**src/rtl/ex_alu_multicycle.sv**
```systemverilog
// EX-stage ALU: single-cycle add/sub/and/or plus an iterative shift-add multiplier that stalls the pipeline.
// Optional build macro MULT_EARLY_EXIT_EN: finish the multiply once the remaining multiplier bits are zero.
module ex_alu_multicycle #(
  parameter int WIDTH = 32
) (
  input  logic             clk_i,
  input  logic             rst_i,
  input  logic             valid_i,
  input  logic             flush_i,
  input  logic [2:0]       ALUCtrl_i,
  input  logic [WIDTH-1:0] data1_i,
  input  logic [WIDTH-1:0] data2_i,
  output logic [WIDTH-1:0] data_o,
  output logic             zero_o,
  output logic             stall_o
);

  localparam int CW = (WIDTH > 1) ? $clog2(WIDTH) : 1;

  typedef enum logic [1:0] {
    IDLE = 2'd0,
    BUSY = 2'd1,
    DONE = 2'd2
  } state_t;

  state_t           state_r;
  logic [WIDTH-1:0] acc_r;
  logic [WIDTH-1:0] mcand_r;
  logic [WIDTH-1:0] mplier_r;
  logic [WIDTH-1:0] res_r;
  logic [CW-1:0]    cnt_r;

  logic [WIDTH-1:0] acc_next_s;
  logic [WIDTH-1:0] mplier_next_s;
  logic [WIDTH-1:0] op_res_s;
  logic [WIDTH-1:0] mux_s;
  logic             is_mult_s;
  logic             issue_s;
  logic             last_s;

  // Multiplier datapath step and single-cycle operation results
  always_comb begin
    is_mult_s     = (ALUCtrl_i == 3'b001);
    issue_s       = (state_r == IDLE) && valid_i && !flush_i && is_mult_s;
    acc_next_s    = mplier_r[0] ? (acc_r + mcand_r) : acc_r;
    mplier_next_s = mplier_r >> 1;
`ifdef MULT_EARLY_EXIT_EN
    last_s        = (cnt_r == CW'(WIDTH - 1)) || (mplier_next_s == {WIDTH{1'b0}});
`else
    last_s        = (cnt_r == CW'(WIDTH - 1));
`endif
    case (ALUCtrl_i)
      3'b000:  op_res_s = data1_i + data2_i;
      3'b010:  op_res_s = data1_i - data2_i;
      3'b011:  op_res_s = data1_i & data2_i;
      3'b100:  op_res_s = data1_i | data2_i;
      default: op_res_s = {WIDTH{1'b0}};
    endcase
  end

  // Output select; reset gates data_o so it reads zero while rst_i is low
  always_comb begin
    if (state_r == DONE) begin
      mux_s = res_r;
    end else if (is_mult_s) begin
      mux_s = acc_r;
    end else begin
      mux_s = op_res_s;
    end
    data_o  = rst_i ? mux_s : {WIDTH{1'b0}};
    zero_o  = (data_o == {WIDTH{1'b0}});
    stall_o = rst_i && !flush_i && (issue_s || (state_r == BUSY));
  end

  // Multiply sequencer: flush returns to IDLE without touching the last result
  always_ff @(posedge clk_i or negedge rst_i) begin
    if (!rst_i) begin
      state_r  <= IDLE;
      acc_r    <= {WIDTH{1'b0}};
      mcand_r  <= {WIDTH{1'b0}};
      mplier_r <= {WIDTH{1'b0}};
      cnt_r    <= {CW{1'b0}};
      res_r    <= {WIDTH{1'b0}};
    end else if (flush_i) begin
      state_r <= IDLE;
      cnt_r   <= {CW{1'b0}};
    end else begin
      case (state_r)
        IDLE: begin
          if (issue_s) begin
            mcand_r  <= data1_i;
            mplier_r <= data2_i;
            acc_r    <= {WIDTH{1'b0}};
            cnt_r    <= {CW{1'b0}};
`ifdef MULT_EARLY_EXIT_EN
            if (data2_i == {WIDTH{1'b0}}) begin
              res_r   <= {WIDTH{1'b0}};
              state_r <= DONE;
            end else begin
              state_r <= BUSY;
            end
`else
            state_r  <= BUSY;
`endif
          end else begin
            state_r <= IDLE;
          end
        end
        BUSY: begin
          acc_r    <= acc_next_s;
          mcand_r  <= mcand_r << 1;
          mplier_r <= mplier_next_s;
          cnt_r    <= cnt_r + CW'(1);
          if (last_s) begin
            res_r   <= acc_next_s;
            state_r <= DONE;
          end else begin
            state_r <= BUSY;
          end
        end
        DONE:    state_r <= IDLE;
        default: state_r <= IDLE;
      endcase
    end
  end

endmodule

```
**config.mk**
```make
export PLATFORM = sky130hd
export DESIGN_NAME = ex_alu_multicycle
export DESIGN_NICKNAME = d
export VERILOG_FILES = /design/src/rtl/ex_alu_multicycle.sv
export SDC_FILE = /design/constraint.sdc
export NUM_CORES = 1
export LEC_CHECK = 0
export CORE_MARGIN = 2
export CORE_UTILIZATION = 30
export DETAILED_ROUTE_END_ITERATION = 12
export GPL_TIMING_DRIVEN = 0
export SLEW_MARGIN = 20
export SYNTH_ARGS = -nofsm -noshare
export SYNTH_HDL_FRONTEND = slang
export SYNTH_SLANG_ARGS = --single-unit
```
**constraint.sdc**
```tcl
create_clock -name clk_i -period 10.8 [get_ports clk_i]
set_clock_uncertainty 0.05 [all_clocks]
set_input_delay 2.16 -clock clk_i [delete_from_list [all_inputs] [get_ports clk_i]]
set_output_delay 2.16 -clock clk_i [all_outputs]
set_load 0.005 [all_outputs]
```
# Word level (Yosys, flattened, before mapping)
# Cells that the tools add are included.
# totals
output_inout_bits	34
elab_cells	55
inputBits	71
regBits	135
# op_classes
n_reduce_logical	15
bitwise_logic	3
n_mux	18
n_eq_ne	9
addsub	4
# ops
op	n
$mux W32	7
$pmux W32 S2	3
$pmux W32 S4	1
$add A32 B32 Y32	2
$and A32 B32 Y32	1
$logic_not A32 Y1	1
$or A32 B32 Y32	1
$sub A32 B32 Y32	1
$mux W5	2
$pmux W5 S2	1
$eq A3 B2 Y1 const B	2
$reduce_and A3 Y1	2
$add A5 B1 Y5 const B	1
$eq A5 B5 Y1 const B	1
$logic_and A1 B1 Y1	5
$mux W2	2
$pmux W2 S2	1
$eq A3 B1 Y1 const B	1
$eq A3 B3 Y1 const B	1
$logic_not A3 Y1	1
$ne A3 B3 Y1 const B	1
$reduce_bool A3 Y1	1
$eq A2 B1 Y1 const B	1
$eq A2 B2 Y1 const B	1
8 further kinds	8

# Longest topological paths before layout
# logic_depth
depth_word	7
ltp_mapped	21
mapped_depth_nobuf	19

# Worst setup path before layout
# Ideal clock, no wire load.
# synth_timing
path_type	input -> output
from	input port ALUCtrl_i[2]
to	output port zero_o
t_arrival_ns	6.513
t_required_ns	8.590
stages	19
path_slack_ns	2.077
path_cell_list	buf_4 -> nor2_1 -> clkbuf_1 -> buf_1 -> and2_1 -> clkbuf_1 -> nor2_1 -> xnor2_1 -> ha_1 -> nor2b_1 -> o221ai_1 -> a21oi_1 -> a31oi_1 -> o41ai_1 -> o311a_1 -> o31ai_1 -> a2111oi_0 -> nand4_1 -> nor3_2
# synth_via
elab_chain_cells	6
word_cells_on_any_way	10
# synth_lines
element	line	source
start, declared	10	input logic [2:0] ALUCtrl_i,
$eq A3 B3 Y1, or another cell as far along	52	case (ALUCtrl_i)
$pmux W32 S4	52	
$mux W32 *	65	end else if (is_mult_s) begin
$mux W32 *	63	if (state_r == DONE) begin
$mux W32 *	70	data_o = rst_i ? mux_s : {WIDTH{1'b0}};
$logic_not A32 Y1 *	71	zero_o = (data_o == {WIDTH{1'b0}});
end, declared	14	output logic zero_o,
# Mark *: on every way between the ends. The rest lies on a longest branch, timed or not.

# Worst setup path in the final report
# layout_timing
from	input port data2_i[0]
to	output port zero_o
# layout_via
elab_chain_cells	6
word_cells_on_any_way	9
# layout_lines
element	line	source
start, declared	12	input logic [WIDTH-1:0] data2_i,
$sub A32 B32 Y32, or another cell as far along	54	3'b010: op_res_s = data1_i - data2_i;
$pmux W32 S4 *	52	
$mux W32 *	65	
$mux W32 *	63	
$mux W32 *	70	
$logic_not A32 Y1 *	71	
# Marked as above.

==> reports/qor.txt <==
Critical-path cell list - clkdlybuf4s50_1, inv_1, ha_1, nand2b_1, nand2b_1, or2_2, clkbuf_1, o41ai_1, xor2_1, ha_1, clkbuf_1, nand2_1, o21ai_0, o21ai_0, a31oi_1, nor2_1, or4b_1, nor4_2, nand4_1, nor3_2, clkdlybuf4s50_1
H-Tree Depth - 4
Grt ovf - 0
Number of synthesized flops with an enable pin - 0
FFs w/ async S/R, synth - 100.0%
# IOs - 105
VDD IR max - 116.9 uV
Worst hold path depth - 2
Clk slew on worst S/H paths - 0.06 ns
# rows - 71
Die height - 199.0 um
Vias in the first global route - 11160
Final #Nets - 1669
# DRC - 0
CP endpoint kind - output port
Routed len/inst - 20.80 um
Count leader, synth - o21ai_0
F_max - 0.09597 GHz
Top cells by area, synth - dfrtp_1 30%, o21ai_0 8.2%, mux2i_1 7.4%
Drt first pass iters - 6
CP max stage cell - or4b_1
Synth top cells by count - 188 x o21ai_0, 187 x nand2_1, 135 x dfrtp_1, 102 x a21oi_1, 84 x mux2i_1
Slew Limit Fails - 0
Antenna diode instance count - 0
Tcrit/Tclk final - 96.48%
Area leader, netlist - dfrtp_1
Share of layout cells above drive strength 1 - 4.737%
Fin crit period - 10.42 ns
Crit path max-delay family - simple AND/OR/NAND/NOR gates
GRT Util Overall - 21.82%
Largest net degree at the start of global routing - 97
Synth-to-Final Area Change - 19.63%
First-pass GRT wire length - 65340 um
RSZ-0062 raised after global routing - false
Antenna Nets Post-Route - 0
Total power divided by cell area - 141.2 nW/um^2
Routed wire length - 42690 um
CP bufs+invs - 5
Pin slew with the least headroom to its limit - 1.061 ns
Netlist Area Pre-Place - 11410 um^2
# setup viols final - 0
CTS tree - yes
Flops & latches, synth - 135
FF+latch area - 3378 um^2
Max Root-Sink Buffers - 2
Post-placement cell count - 2022
Avg Cell Area, Syn - 8.075 um^2
Worst EP arrival - 8.21 ns
Initial DRC Count - 1043
P_leak - 5.836 nW
Via count - 11410
Max Cap Viol - 0
Crit-path max FO - 8
Pre-CTS setup slack - -0.5378 ns
Yosys warnings - 0
Hpwl dp - 34510 um
Fillers - 3855
Slew HR - 29.27%
Slowest stage delay, CP - 0.64 ns
R2r worst-path depth - 12
Antenna violations before repair - 2
Final hold vios - 0
Status - finished clean
Multi-input logic area - 7575 um^2
Post-synth top area share - 29.61%
Critical path launch point type - input pin
Final GP Congestion - 0.9074
Core area - 37580 um^2
Sequential-to-total area share from yosys stat - 29.61%
Die W - 199.0 um
Cell Count, Final, Fillers Out - 2052
Synth Net Count - 1553
Clk_lat worst skew - 0.44 ns
CTS hold repair buffers - 0
Syn Inst Count - 1413
CTS sink count - 135
Num CTS Buffers - 17
Post-synth cell types - 77
Die area - 39610 um^2
Vias per cell - 5.560
Top_reg_cell synth - dfrtp_1
Setup CP Type - in -> out
Final worst setup slack - 0.3799 ns
Worst Hold Class - reg -> reg
Instance count on the critical path - 21
Input/output buffers - 97
Initial Utilization - 30.36%
Required time of the critical path - 8.59 ns
CTS Root Cell - clkbuf_16
## metal layers
layer,vias to the layer above,global-route usage [%],part of all wire [%]
met3,82,3.188,5.8
li1,5445,-,-
met1,5481,29.49,46
met5,-,0,0
met2,402,35.32,46
met4,0,7.850,2.9
## worst reg2reg max path, delay by kind of cell, from the launching register on
family	cells	cell delay [ns]
AOI/OAI and AO/OA	8	2.51
adders and majority gates	2	0.69
DFF	1	0.42
and+or+nand+nor	2	0.19
## logic make-up (layout without fill, tap and decap cells)
| group | count (synthesis) | count (layout) | share of synthesized area, % |
|---|---|---|---|
| AO/OA/AOI/OAI | 508 | 508 | 28.17 |
| AND/OR/NAND/NOR | 420 | 420 | 17.24 |
| flip-flops | 135 | 135 | 29.61 |
| buffers and inverters | 125 | 253 | 4.342 |
| multiplexers | 86 | 86 | 7.567 |
| XOR/XNOR | 70 | 70 | 5.373 |
| adder cells (fa/ha/maj) | 69 | 69 | 7.698 |
## layout make-up
type / instances / area share, %
buffer: 85 / 2.548
clock inverter: 11 / 0.7517
inverter: 39 / 1.073
tap: 511 / 4.684
timing repair buffer: 98 / 7.352
multi-input combinational: 1153 / 55.50
sequential: 135 / 24.75
clock buffer: 20 / 3.346
## metrics by stage
stage / power (mW) / area (um^2) / TNS [ns] / utilization (%) / hold WS, ns
floorplan: 1.107 / 11410 / 0 / - / 0.3929
global placement: 1.332 / 13020 / -27.36 / 34.65 / 0.4079
detailed placement: 1.345 / 13050 / -0.5378 / 34.74 / 0.4157
CTS: 1.918 / 13630 / 0 / 36.27 / 0.4294
global route: 2.038 / 13650 / 0 / 36.32 / 0.4492
finish: 1.927 / 13650 / 0 / 36.32 / 0.4271
## report_power, final
part | switching [mW] | internal, mW | total, mW | leakage [nW]
registers | 0.0763 | 0.585 | 0.661 | 1.79
logic | 0.410 | 0.285 | 0.694 | 3.77
clock network | 0.245 | 0.327 | 0.572 | 0.268
total | 0.731 | 1.20 | 1.93 | 5.84
## placed cells by master, fill, tap and decap left out, types with 6 or more instances in the layout
cell | synthesis | layout
a211oi_1 | 11 | 11
a21o_1 | 30 | 30
a21oi_1 | 102 | 101
a221o_1 | 7 | 7
a221oi_1 | 18 | 17
a22o_1 | 26 | 26
a31oi_1 | 21 | 21
and2_1 | 10 | 10
and3_1 | 12 | 12
buf_1 | 14 | 13
clkbuf_1 | 62 | 61
clkbuf_16 | 0 | 17
clkdlybuf4s50_1 | 0 | 96
dfrtp_1 | 135 | 135
ha_1 | 67 | 67
inv_1 | 39 | 39
mux2i_1 | 84 | 84
nand2_1 | 187 | 187
nand2b_1 | 11 | 11
nand3_1 | 26 | 26
nand4_1 | 7 | 7
nor2_1 | 78 | 77
nor2b_1 | 14 | 14
nor3_1 | 19 | 19
nor4_1 | 9 | 8
o211ai_1 | 12 | 12
o21a_1 | 13 | 13
o21ai_0 | 188 | 187
o21bai_1 | 11 | 11
o22ai_1 | 6 | 6
o31ai_1 | 12 | 12
or2_2 | 10 | 10
or3_1 | 11 | 11
or4_1 | 6 | 6
xnor2_1 | 41 | 41
xor2_1 | 29 | 29
## state kept, by name, summed over array words and instances, names as in the netlist
signal    cells
acc_r        32
state_r       2
res_r        32
cnt_r         5
mcand_r      32
mplier_r     32
## worst paths after layout
path	from	endpoint	slack (ns)
hold reg to reg	res_r[25]	res_r[25]	0.43
hold / removal	res_r[25]	res_r[25]	0.43
setup reg to reg	acc_r[0]	res_r[28]	6.82
max in group asynchronous	rst_i	acc_r[22]	8.35
setup / recovery	data2_i[0]	zero_o	0.38
min in group asynchronous	rst_i	mcand_r[4]	1.55
## timing repair
item,4_1_cts,5_1_grt
hold endpoints to repair,0,0
gates resized for setup,5,8
buffers inserted,0,0
setup endpoints to repair,1,1
(Power assumes the default switching activity.)
